**config.mk**
```make
export PLATFORM = sky130hd
export DESIGN_NAME = load_store_unit
export DESIGN_NICKNAME = d
export VERILOG_FILES = /design/src/rtl/load_store_unit.sv
export SDC_FILE = /design/constraint.sdc
export NUM_CORES = 1
export LEC_CHECK = 0
export ABC_CLOCK_PERIOD_IN_PS = 8750
export BUFFER_PORTS_ARGS = -buffer_cell sky130_fd_sc_hd__buf_2
export CORE_MARGIN = 10
export CORE_UTILIZATION = 45
export CTS_BUF_LIST = sky130_fd_sc_hd__clkbuf_8
export DETAILED_ROUTE_END_ITERATION = 10
export PLACE_DENSITY_LB_ADDON = 0.3
export SETUP_SLACK_MARGIN = 0.5
export SLEW_MARGIN = 20
export SYNTH_ARGS = -nofsm -noshare
export SYNTH_HDL_FRONTEND = slang
export SYNTH_SLANG_ARGS = --single-unit
export TNS_END_PERCENT = 100
```
**constraint.sdc**
```tcl
create_clock -name clk -period 8.75 [get_ports clk]
set_input_delay 0.875 -clock clk [delete_from_list [all_inputs] [get_ports clk]]
set_output_delay 0.875 -clock clk [all_outputs]
set_load 0.01 [all_outputs]
```
**src/rtl/load_store_unit.sv**
```systemverilog
// Load/store sequencer in front of a word-addressed data memory.
// Turns byte-addressed B/H/W requests into one or two word accesses, doing
// read-modify-write for partial stores and splitting accesses that cross a
// word boundary. Out-of-range or malformed requests are answered with an error
// and never reach the memory.
module load_store_unit #(
   parameter int unsigned DEPTH = 256
) (
   input  logic        clk,
   input  logic        rst,
   input  logic        req_valid,
   output logic        req_ready,
   input  logic        req_we,
   input  logic [2:0]  req_funct3,
   input  logic [31:0] req_addr,
   input  logic [31:0] req_wdata,
   output logic        resp_valid,
   output logic [31:0] resp_rdata,
   output logic        resp_err,
   output logic        mem_we,
   output logic [31:0] mem_a,
   output logic [31:0] mem_wd,
   input  logic [31:0] mem_rd
);

   typedef enum logic [1:0] {StIdle, StAcc0, StAcc1, StResp} state_e;

   state_e      state_q;
   logic        we_q;
   logic [2:0]  funct3_q;
   logic [31:0] addr_q;
   logic [31:0] wdata_q;
   logic [31:0] asm_q;

   // Access width in bytes for a funct3 size field (B=1, H=2, W=4).
   function automatic logic [2:0] size_of(input logic [1:0] sz);
      case (sz)
         2'b00:   size_of = 3'd1;
         2'b01:   size_of = 3'd2;
         default: size_of = 3'd4;
      endcase
   endfunction

   // Sign/zero extension of the little-endian assembled load value.
   function automatic logic [31:0] extend(input logic [2:0] f3, input logic [31:0] v);
      case (f3)
         3'b000:  extend = {{24{v[7]}}, v[7:0]};
         3'b001:  extend = {{16{v[15]}}, v[15:0]};
         3'b100:  extend = {24'h0, v[7:0]};
         3'b101:  extend = {16'h0, v[15:0]};
         default: extend = v;
      endcase
   endfunction

   // Request-side fault decode, evaluated on the incoming request in IDLE.
   logic [2:0]  req_size;
   logic [2:0]  req_end;
   logic        req_split;
   logic        req_illegal;
   logic [31:0] req_word;
   logic        req_fault;

   always_comb begin
      req_size    = size_of(req_funct3[1:0]);
      req_end     = {1'b0, req_addr[1:0]} + req_size;
      req_split   = (req_end > 3'd4);
      req_illegal = (req_funct3 == 3'b011) || (req_funct3[2:1] == 2'b11) ||
                    (req_we && req_funct3[2]);
      req_word    = {2'b00, req_addr[31:2]};
      req_fault   = req_illegal || (req_word >= DEPTH) ||
                    (req_split && ((req_word + 32'd1) >= DEPTH));
   end

   // Decode of the latched request: geometry, store lane masks and load assembly.
   logic [2:0]  size;
   logic [1:0]  offset;
   logic [2:0]  span_end;
   logic        split;
   logic [31:0] word;
   logic [3:0]  size_mask;
   logic [7:0]  byte_mask;
   logic [4:0]  sh0;
   logic [5:0]  sh1;
   logic [63:0] wdata_sh;
   logic [3:0]  lane_mask;
   logic [31:0] lane_data;
   logic [31:0] bit_mask;
   logic [31:0] asm_d;

   always_comb begin
      size      = size_of(funct3_q[1:0]);
      offset    = addr_q[1:0];
      span_end  = {1'b0, offset} + size;
      split     = (span_end > 3'd4);
      word      = {2'b00, addr_q[31:2]};
      size_mask = (size == 3'd1) ? 4'b0001 : (size == 3'd2) ? 4'b0011 : 4'b1111;
      byte_mask = {4'b0000, size_mask} << offset;
      sh0       = {offset, 3'b000};
      // Bytes taken from the second word land above the 4-o bytes of the first.
      sh1       = 6'd32 - {1'b0, sh0};
      wdata_sh  = {32'h0, wdata_q} << sh0;
      lane_mask = (state_q == StAcc1) ? byte_mask[7:4] : byte_mask[3:0];
      lane_data = (state_q == StAcc1) ? wdata_sh[63:32] : wdata_sh[31:0];
      for (int i = 0; i < 4; i++) begin
         bit_mask[8*i +: 8] = {8{lane_mask[i]}};
      end
      asm_d = (state_q == StAcc1) ? (asm_q | (mem_rd << sh1)) : (mem_rd >> sh0);
   end

   // Memory-side outputs decoded from state and the latched request.
   always_comb begin
      mem_we = 1'b0;
      mem_a  = 32'h0;
      mem_wd = 32'h0;
      if (state_q == StAcc0 || state_q == StAcc1) begin
         mem_a = (state_q == StAcc1) ? (word + 32'd1) : word;
         if (we_q) begin
            mem_we = 1'b1;
            mem_wd = (mem_rd & ~bit_mask) | (lane_data & bit_mask);
         end
      end
   end

   assign req_ready = (state_q == StIdle);

   // Sequencer FSM with registered response outputs.
   always_ff @(posedge clk or negedge rst) begin
      if (!rst) begin
         state_q    <= StIdle;
         we_q       <= 1'b0;
         funct3_q   <= 3'b000;
         addr_q     <= 32'h0;
         wdata_q    <= 32'h0;
         asm_q      <= 32'h0;
         resp_valid <= 1'b0;
         resp_rdata <= 32'h0;
         resp_err   <= 1'b0;
      end else begin
         unique case (state_q)
            StIdle: begin
               resp_valid <= 1'b0;
               if (req_valid) begin
                  we_q     <= req_we;
                  funct3_q <= req_funct3;
                  addr_q   <= req_addr;
                  wdata_q  <= req_wdata;
                  if (req_fault) begin
                     state_q    <= StResp;
                     resp_valid <= 1'b1;
                     resp_err   <= 1'b1;
                     resp_rdata <= 32'h0;
                  end else begin
                     state_q <= StAcc0;
                  end
               end
            end
            StAcc0: begin
               asm_q <= asm_d;
               if (split) begin
                  state_q <= StAcc1;
               end else begin
                  state_q    <= StResp;
                  resp_valid <= 1'b1;
                  resp_err   <= 1'b0;
                  resp_rdata <= we_q ? 32'h0 : extend(funct3_q, asm_d);
               end
            end
            StAcc1: begin
               asm_q      <= asm_d;
               state_q    <= StResp;
               resp_valid <= 1'b1;
               resp_err   <= 1'b0;
               resp_rdata <= we_q ? 32'h0 : extend(funct3_q, asm_d);
            end
            StResp: begin
               resp_valid <= 1'b0;
               state_q    <= StIdle;
            end
            default: state_q <= StIdle;
         endcase
      end
   end

endmodule
```
### Word level (Yosys, flattened, before mapping)

Index checks and enable logic that the tools add are counted.

* register bits after elaboration: 136
* input port bits: 103
* output and inout bits: 100
* word-level logic and storage cells: 88

* $add $sub $neg: 5
* $lt $le $gt $ge: 4
* equality and inequality tests: 15
* shift operators: 4
* multiplexer cells: 31
* bitwise operators: 5
* reduce and logical (&&, ||, !) cells: 15

Operator list (count)
* two-way mux 32 bit: 8
* case mux 32 bit (4 select lines): 1
* case mux 32 bit (3 select lines): 1
* AND 32 bit: 2
* bitwise OR 32 bit: 2
* << shifter 32 x 5 -> 64 bit: 1
* adder 30 x 1 -> 31 bit (second input constant): 2
* two-way mux 31 bit: 2
* inverter 32 bit: 1
* << shifter 32 x 6 -> 32 bit: 1
* >> shifter 32 x 5 -> 32 bit: 1
* >= comparator 31 x 9 -> 1 bit (second input constant): 1
* >= comparator 30 x 9 -> 1 bit (second input constant): 1
* two-way mux 4 bit: 3
* case mux 3 bit (2 select lines): 2
* two-way mux 1 bit: 9
* case mux 2 bit (4 select lines): 1
* << shifter 4 x 2 -> 8 bit: 1
* adder 2 x 3 -> 3 bit: 2
* == test 2 x 1 -> 1 bit (second input constant): 3
* == test 2 bit (second input constant): 3
* == test 3 x 1 -> 1 bit (second input constant): 2
* == test 3 x 2 -> 1 bit (second input constant): 2
* == test 3 bit (second input constant): 2
* other kinds (15): 25

### Longest topological paths before layout

Gate-level depths: netlist of run 1.

* depth in word-level cells: 12
* gate-level depth with buffers: 12
* mapped depth without buffers: 10

### Least setup slack after synthesis of run 1

No wires, ideal clock.

* path type: register to output
* start: reg funct3_q[0]
* end: out mem_wd[22]
* data arrival time: 2.485 ns
* data required time: 7.875 ns
* path slack: 5.390 ns
* cell stages (with the launch flop): 10
* buffers on the path: 2
* path through: dfrtp_1 -> or2_2 -> clkbuf_1 -> ha_1 -> inv_1 -> nor2_1 -> o31ai_1 -> buf_2 -> nor2_1 -> a211oi_1

* cells in the longest elaborated chain, start to end: 12
* elaborated cells on any way between the ends: 15
* classes of those cells: eq/ne (3); shift (1); mux (6); bitwise (4); reduce/logical (1)

Ends and longest elaborated chain
* start: declaration: line 30 `logic [2:0] funct3_q;`
* start signal: assignment: line 144 `funct3_q <= req_funct3;`
* == test 2 x 1 -> 1 bit or logical NOT 2 bit (tied branches): line 37 `case (sz)`
* case mux 3 bit (2 select lines) *: line 37
* == test 3 x 2 -> 1 bit: line 96 `size_mask = (size == 3'd1) ? 4'b0001 : (size == 3'd2) ? 4'b0011 : 4'b1111;`
* two-way mux 4 bit: line 96
* two-way mux 4 bit *: line 96
* << shifter 4 x 2 -> 8 bit *: line 97 `byte_mask = {4'b0000, size_mask} << offset;`
* two-way mux 4 bit *: line 102 `lane_mask = (state_q == StAcc1) ? byte_mask[7:4] : byte_mask[3:0];`
* inverter 32 bit: line 119 `mem_wd = (mem_rd & ~bit_mask) | (lane_data & bit_mask);`
* AND 32 bit: line 119
* bitwise OR 32 bit *: line 119
* two-way mux 32 bit *: line 117 `if (we_q) begin`
* two-way mux 32 bit *: line 115 `if (state_q == StAcc0 || state_q == StAcc1) begin`
* end: declaration: line 22 `output logic [31:0] mem_wd,`

Mark *: on every way between the ends. The rest lies on a longest branch, timed or not.

### Worst setup path in the final report of run 1

* start: reg state_q[0]
* end: out mem_wd[0]

* cells in the longest elaborated chain, start to end: 7
* elaborated cells on any way between the ends: 11
* classes of those cells: eq/ne (2); mux (4); bitwise (4); reduce/logical (1)

Ends and longest elaborated chain
* start: declaration: line 28 `state_e state_q;`
* start signal: assignment: line 129 `state_q <= StIdle;`
* start signal: assignment: line 148 `state_q <= StResp;`
* start signal: assignment: line 153 `state_q <= StAcc0;`
* == test 2 bit: line 102, 103, 115
* two-way mux 4 bit: line 102
* inverter 32 bit: line 119
* AND 32 bit: line 119
* bitwise OR 32 bit: line 119
* two-way mux 32 bit: line 117
* two-way mux 32 bit *: line 115

Marked as above.

==> summary.txt, run 1 <==
Layout
  • Area growth syn-to-layout: 17.6%
  • Final #Nets: 1,204
  • Design area: 10,600 µm²
  • Fill cells: 1,871
  • Share of cells above drive strength 1: 36.7%

Logic synthesis
  • Syn Nets: 1,039
  • Post-Synthesis Cells: 923
  • Netlist Area Pre-Place: 9020 µm²
  • Synth cell types: 54
  • #FFs+latches synth: 136
  • Number of synthesized flops with an enable pin: 0
  • Yosys top cell by area: dfrtp_1
  • Mapped Avg Cell Area: 9.77 µm²
  • Top FF cell, synth: dfrtp_1
  • Post-synth top area share: 37.7%
  • Fraction of registers with async set/reset: 100%
  • Most common cell in the netlist: mux2_2
  • Top post-synthesis cells by area: dfrtp_1 (38%), mux2_2 (18%), a21oi_1 (5.0%)
  • Top cells by count, synth: mux2_2 (145), dfrtp_1 (136), a21oi_1 (90)
  • Register area share after synthesis: 37.7%
  • Yosys Warn Count: 0

Power and ir drop
  • Seq pwr share: 24.8%
  • Switching Power: 2.29 mW
  • Clock network fraction of total power: 11.7%
  • Static Leakage: 4.88 nW
  • Gate power share: 63.5%
  • P per Cell Area: 457 nW/µm²
  • Internal power: 2.56 mW
  • Peak supply drop: 196 µV
  • Switching share of total power: 47.2%
  • Total power draw: 4.85 mW

Floorplan
  • Row Count: 51
  • IO Pins: 203
  • Die height: 162 µm
  • Die area: 26,100 µm²
  • Placeable Area: 19,600 µm²
  • Chip width: 162 µm
  • Initial Utilization: 46.0%

Clock network
  • Root Buffer Master: clkbuf_8
  • Post-CTS Setup Bufs: 0
  • CTS tree: yes
  • CTS Sinks: 136
  • H-tree Lvls: 4
  • TritonCTS Buffers: 17
  • Insertion delay to the later sink of the worst-skew pair: 0.46 ns
  • Reg clk slew, reported paths: 0.09 ns
  • CTS Hold Bufs: 0
  • CTS Buffer Depth: 2
  • Gates resized, CTS repair: 0

Setup path
  • Worst path cell trace: inv_1 -> ha_2 -> buf_4 -> inv_1 -> nand2_1 -> nor2_2 -> a22oi_1 -> a211oi_1 -> buf_2
  • Worst r2r path cells: 9
  • Max stage delay on crit path: 0.72 ns
  • Crit Path Max Fanout: 42
  • Worst path arrival time: 4.16 ns
  • CP Class: register to output pin
  • Setup crit start kind: register
  • Worst path slowest cell: nor2_2
  • Critical path required time: 7.88 ns
  • CP Capture Type: output pin
  • CP dominant cell by count: inv_1

STA
  • Setup TNS: 0 ns
  • Rel. slew slack: 29.3%
  • Worst slew pin tran: 1.05 ns
  • Final WS setup: 3.72 ns
  • Clock skew: 0.0204 ns
  • Unrepaired setup endpoints after global routing: false
  • Fmax achieved: 199 MHz
  • Final setup fails: 0
  • Fin. Hold Viols: 0
  • Tcrit/Tclk final: 57.5%
  • Final min period: 5.03 ns
  • Hold WS: 0.402 ns
  • Max Slew Vio Count: 0

Placed design
  • # port buffers: 201
  • Hpwl dp: 21.9 mm
  • Gpl congestion: 0.944
  • DP Area: 10,100 µm²
  • Pre-CTS worst setup slack: 4.01 ns

Routing
  • Initial DRC count: 629
  • # DRC: 0
  • Routed Antenna Nets: 0
  • Vias/cell: 5.84
  • Final WL: 29.8 mm
  • Pre-antenna DRT Iters: 7
  • Via count: 7,977
  • Routed WL per cell: 21.8 µm

GRT
  • GRT overflow: 0
  • Largest net degree at the start of global routing: 84
  • Global-route wire length before repair: 46.1 mm
  • Vias in the first global route: 8,034
  • Initial antenna violation count: 1
  • GR Util All Layers: 22.2%

Run status
  • Status: finished, final reports clean

Hold path
  • Hold Crit Class: input port to asynchronous set/reset pin

Job
  • Max_cap viols: 0
## through the flow
| step | std cells | utilization (%) |
|---|---|---|
| after floorplan | 923 | - |
| after global placement | 1333 | 51.7 |
| after detailed placement | 1333 | 51.7 |
| after CTS | 1364 | 53.9 |
| after global routing | 1366 | 54.1 |
| final | 1366 | 54.1 |
## cell families after synthesis
| family | share of synthesized area, % |
|---|---|
| AO/OA/AOI/OAI | 17.5 |
| buffers and inverters | 4.15 |
| XOR/XNOR | 2.72 |
| other | 0.0416 |
| adder cells (fa/ha/maj) | 1.97 |
| multiplexers | 23.4 |
| AND/OR/NAND/NOR | 12.5 |
| flip-flops | 37.7 |
## final timing paths
path,startpoint,end,slack [ns]
setup / recovery,state_q[0]$_DFFE_PN0N_,mem_wd[0],3.72
hold / removal,rst,wdata_q[2]$_DFFE_PN0P_,0.40
setup reg to reg,addr_q[0]$_DFFE_PN0P_,resp_rdata[17]$_DFFE_PN0P_,4.81
hold reg to reg,resp_rdata[9]$_DFFE_PN0P_,resp_rdata[9]$_DFFE_PN0P_,0.49
max in group asynchronous,rst,addr_q[1]$_DFFE_PN0P_,6.92
min in group clk,resp_rdata[9]$_DFFE_PN0P_,resp_rdata[9]$_DFFE_PN0P_,0.49
## power groups by stage
stage,combinational (mW),sequential (mW),clock (mW)
floorplan,2.23,1.14,0
global placement,2.99,1.20,0
detailed placement,3.02,1.21,0
CTS,3.04,1.20,0.578
global route,3.37,1.24,0.606
finish,3.08,1.20,0.566
## cell type report
cell class | instances | area [µm²] | share of cell area [%]
multi-input combinational | 704 | 5270 | 49.7
sequential | 136 | 3410 | 32.1
timing repair buffer | 210 | 1100 | 10.4
tap | 265 | 332 | 3.13
clock buffer | 20 | 275 | 2.60
clock inverter | 11 | 146 | 1.38
inverter | 19 | 71.3 | 0.673
antenna | 1 | 2.50 | 0.0236
## placed cells by master (no fill, tap or decap), types with 5 or more instances in the layout
cell type  instances
o22ai_1            5
o21ai_0           19
a22oi_1           17
a22o_1            13
o221ai_1           8
nor2_1            79
a211oi_1          25
xor2_1             5
ha_1               9
and2_1            35
a221oi_1           8
nand2_1           57
dfrtp_1          134
mux2_2           145
buf_2            200
a2bb2oi_1         15
a31oi_1           10
and3_1             8
nor2b_1           12
nand3_1            7
buf_4              8
xnor2_1           23
inv_1             18
clkbuf_8          20
o2bb2ai_1          5
mux2i_1           44
a311oi_1           9
nand4_1           10
a21oi_1           89
## worst max-delay path, delay by kind of cell (launching register included)
kind / cells / cell delay [ns]
DFF: 1 / 0.43
buffers and inverters: 4 / 1.22
adders and majority gates: 1 / 0.27
and+or+nand+nor: 2 / 1.21
AOI/OAI and AO/OA: 2 / 0.56
## layer usage
layer | global-route usage [%] | vias to the layer above | routed length, µm
met5 | 0 | - | 0
met4 | 6.04 | 0 | 583
li1 | - | 3712 | -
met1 | 29.0 | 3855 | 12700
met3 | 5.92 | 41 | 2430
met2 | 35.5 | 369 | 14100
## flip-flops by register name (all words and copies together), names as in the netlist
signal      flops
addr_q         32
asm_q          32
funct3_q        3
resp_err        1
resp_rdata     32
resp_valid      1
state_q         2
wdata_q        32
we_q            1
Note: power is estimated with default switching activity, not from simulation.
==> inputs of run 2 (changes only) <==
--- a/config.mk
+++ b/config.mk
@@ -5,7 +5,8 @@
 export SDC_FILE = /design/constraint.sdc
 export NUM_CORES = 1
 export LEC_CHECK = 0
-export ABC_CLOCK_PERIOD_IN_PS = 8750
+export ABC_AREA = 1
+export ABC_CLOCK_PERIOD_IN_PS = 4600
 export BUFFER_PORTS_ARGS = -buffer_cell sky130_fd_sc_hd__buf_2
 export CORE_MARGIN = 10
 export CORE_UTILIZATION = 45
==> constraint.sdc (replaced) <==
create_clock -name clk -period 4.6 [get_ports clk]
set_input_delay 0.46 -clock clk [delete_from_list [all_inputs] [get_ports clk]]
set_output_delay 0.46 -clock clk [all_outputs]
set_load 0.01 [all_outputs]
==> summary.txt, run 2 <==
Clock network
  • CTS Sinks: 136
  • Root Buffer Master: clkbuf_8
  • CTS tree: yes
  • TritonCTS Buffers: 17
  • Reg clk slew, reported paths: 0.10 ns
  • H-tree Lvls: 4
  • CTS Buffer Depth: 2
  • Post-CTS Setup Bufs: 0
  • Insertion delay to the later sink of the worst-skew pair: 0.47 ns

Setup path
  • CP Class: register to output pin
  • Max stage delay on crit path: 0.56 ns
  • Setup crit start kind: register
  • R2R Path End: resp_rdata[28]$_DFFE_PN0P_
  • Crit path capture: mem_wd[12]
  • Worst path arrival time: 3.45 ns
  • CP Capture Type: output pin
  • Crit Path Max Fanout: 27
  • Worst path slowest cell: nor2_2
  • Critical path required time: 4.14 ns
  • Worst Setup SP: state_q[0]$_DFFE_PN0N_
  • Worst path cell trace: inv_1 -> ha_1 -> buf_4 -> nor2_2 -> clkinv_1 -> buf_4 -> o22ai_1 -> buf_4 -> o221ai_1 -> o211a_1 -> buf_2
  • Reg2Reg Launch Point: state_q[0]$_DFFE_PN0N_
  • Worst r2r path cells: 13
  • Reg-to-reg setup timing slack: 1.17 ns
  • CP dominant cell by count: buf_4

Logic synthesis
  • Syn Nets: 1,549
  • Top post-synthesis cells by area: dfrtp_1 (35%), nand2_1 (15%), o21ai_0 (6.9%)
  • Most common cell in the netlist: nand2_1
  • Top cells by count, synth: nand2_1 (399), nor2_1 (159), dfrtp_1 (136)
  • Fraction of registers with async set/reset: 100%
  • Post-synth top area share: 34.8%
  • Synth cell types: 52
  • Yosys top cell by area: dfrtp_1
  • Top FF cell, synth: dfrtp_1
  • Yosys Warn Count: 0
  • Register area share after synthesis: 34.8%
  • Netlist Area Pre-Place: 9770 µm²
  • #FFs+latches synth: 136
  • Post-Synthesis Cells: 1,433
  • Number of synthesized flops with an enable pin: 0
  • Mapped Avg Cell Area: 6.82 µm²

STA
  • Final min period: 3.91 ns
  • Worst slew pin tran: 0.923 ns
  • Clock skew: 0.0190 ns
  • Rel. slew slack: 38.1%
  • Final setup fails: 0
  • Unrepaired setup endpoints after global routing: false
  • Fmax achieved: 256 MHz
  • Max Slew Vio Count: 0
  • Setup TNS: 0 ns
  • Tcrit/Tclk final: 85.0%
  • Fin. Hold Viols: 0

Layout
  • Final #Nets: 1,716
  • Non-Filler Instances: 1,888
  • Fill cells: 2,185
  • Area growth syn-to-layout: 16.7%
  • # diodes: 0
  • Commonest non-fill, non-tap cell in the layout: nand2_1
  • Most frequent cells in the layout: nand2_1 (398), buf_2 (200), nor2_1 (159)
  • Design area: 11,400 µm²
  • Share of cells above drive strength 1: 20.0%

Hold path
  • Hold Crit Class: input port to register
  • Hold depth: 2

GRT
  • GRT overflow: 0
  • Largest net degree at the start of global routing: 82
  • GR Util All Layers: 24.1%
  • Initial antenna violation count: 1
  • Global-route wire length before repair: 55.2 mm
  • Vias in the first global route: 10,200

Floorplan
  • Placeable Area: 21,200 µm²
  • Die height: 167 µm
  • IO Pins: 203
  • Initial Utilization: 46.0%
  • Chip width: 167 µm
  • Row Count: 53
  • Die area: 28,000 µm²

Power and ir drop
  • Internal power: 4.10 mW
  • Seq pwr share: 24.2%
  • Switching share of total power: 52.8%
  • Peak supply drop: 365 µV
  • Gate power share: 63.9%
  • Switching Power: 4.58 mW
  • P per Cell Area: 762 nW/µm²
  • Clock network fraction of total power: 11.9%
  • Static Leakage: 5.85 nW

Routing
  • # DRC: 0
  • Routed Antenna Nets: 0
  • Final WL: 34.7 mm
  • Routed WL per cell: 18.4 µm
  • Pre-antenna DRT Iters: 6
  • Initial DRC count: 969
  • Via count: 10,500
  • Vias/cell: 5.57

Placed design
  • Hpwl dp: 26.7 mm
  • Gpl congestion: 0.942
  • # port buffers: 201
  • DP Area: 11,000 µm²
  • Placed cells: 1,855

Job
  • Max_cap viols: 0

Run status
  • Status: finished, final reports clean
## run 2: changes by cell type after synthesis, moves of 14 or more
cell / change
nand2_1: +340
mux2_2: -115
o21ai_0: +115
inv_1: +102
nor2_1: +78
nand3_1: +62
and2_1: -32
mux2i_1: -29
a21oi_1: +26
xnor2_1: -20
clkbuf_1: +18
or2_2: +14
## run 2: power groups by stage
| stage | combinational, mW | clock, mW | sequential (mW) |
|---|---|---|---|
| floorplan | 3.81 | 0 | 2.01 |
| global placement | 5.42 | 0 | 2.09 |
| detailed placement | 5.48 | 0 | 2.11 |
| CTS | 5.51 | 1.05 | 2.09 |
| global route | 6.15 | 1.11 | 2.17 |
| finish | 5.54 | 1.04 | 2.10 |
## run 2: worst min path at each step
stage	startpoint	end	slack (ns)
finish	req_wdata[25]	wdata_q[25]$_DFFE_PN0P_	0.21
global route	req_wdata[31]	wdata_q[31]$_DFFE_PN0P_	0.19
CTS	req_wdata[24]	wdata_q[24]$_DFFE_PN0P_	0.19
detailed placement	rst	wdata_q[17]$_DFFE_PN0P_	0.41
global placement	rst	wdata_q[17]$_DFFE_PN0P_	0.39
floorplan	rst	addr_q[0]$_DFFE_PN0P_	0.16
## run 2: repair_timing
action / in CTS / in global routing
endpoints found under the setup margin: 0 / 17
gates resized for setup: 0 / 1
hold endpoints to repair: 40 / 0
hold buffers: 1 / 0
## run 2: per-stage QoR
stage / power [mW] / hold WS (ns) / utilization, % / setup WS (ns)
4_1_cts: 8.65 / 0.193 / 53.7 / 0.547
3_5_place_dp: 7.59 / 0.408 / 51.8 / 1.06
3_3_place_gp: 7.51 / 0.393 / 51.8 / 1.10
6_report: 8.68 / 0.212 / 53.7 / 0.688
2_1_floorplan: 5.82 / 0.164 / - / 1.68
5_1_grt: 9.43 / 0.191 / 53.7 / 0.531
## run 2: layer usage
| layer | global-route usage (%) | vias to the layer above | wire length [µm] |
|---|---|---|---|
| met4 | 7.61 | 2 | 939 |
| met1 | 29.6 | 4899 | 14400 |
| met5 | 0 | - | 20 |
| li1 | - | 5105 | - |
| met2 | 41.1 | 461 | 16800 |
| met3 | 5.13 | 54 | 2600 |
## run 2: logic make-up after synthesis
family,after synthesis,synth area share (%)
and+or+nand+nor,686,29.0
other,1,0.0384
AOI/OAI and AO/OA,335,19.8
buffers and inverters,203,8.27
adders and majority gates,13,1.82
muxes,45,4.99
xor gates and xnor gates,14,1.25
DFF,136,34.8
## run 2: area by class of cell
type / instances / area (µm²) / share of cell area, %
sequential: 136 / 3400 / 29.9
clock buffer: 17 / 234 / 2.05
inverter: 124 / 465 / 4.08
timing repair buffer: 227 / 1210 / 10.6
multi-input combinational: 1094 / 5570 / 48.9
clock inverter: 15 / 169 / 1.48
tap: 275 / 344 / 3.02
## run 2: worst max-delay path: cells and delay by family (launching register included)
| family | cells | cell delay [ns] |
|---|---|---|
| flops | 1 | 0.43 |
| buf+inv | 6 | 1.22 |
| compound gates | 3 | 0.51 |
| fa+ha+maj | 1 | 0.25 |
| simple gates | 1 | 0.56 |
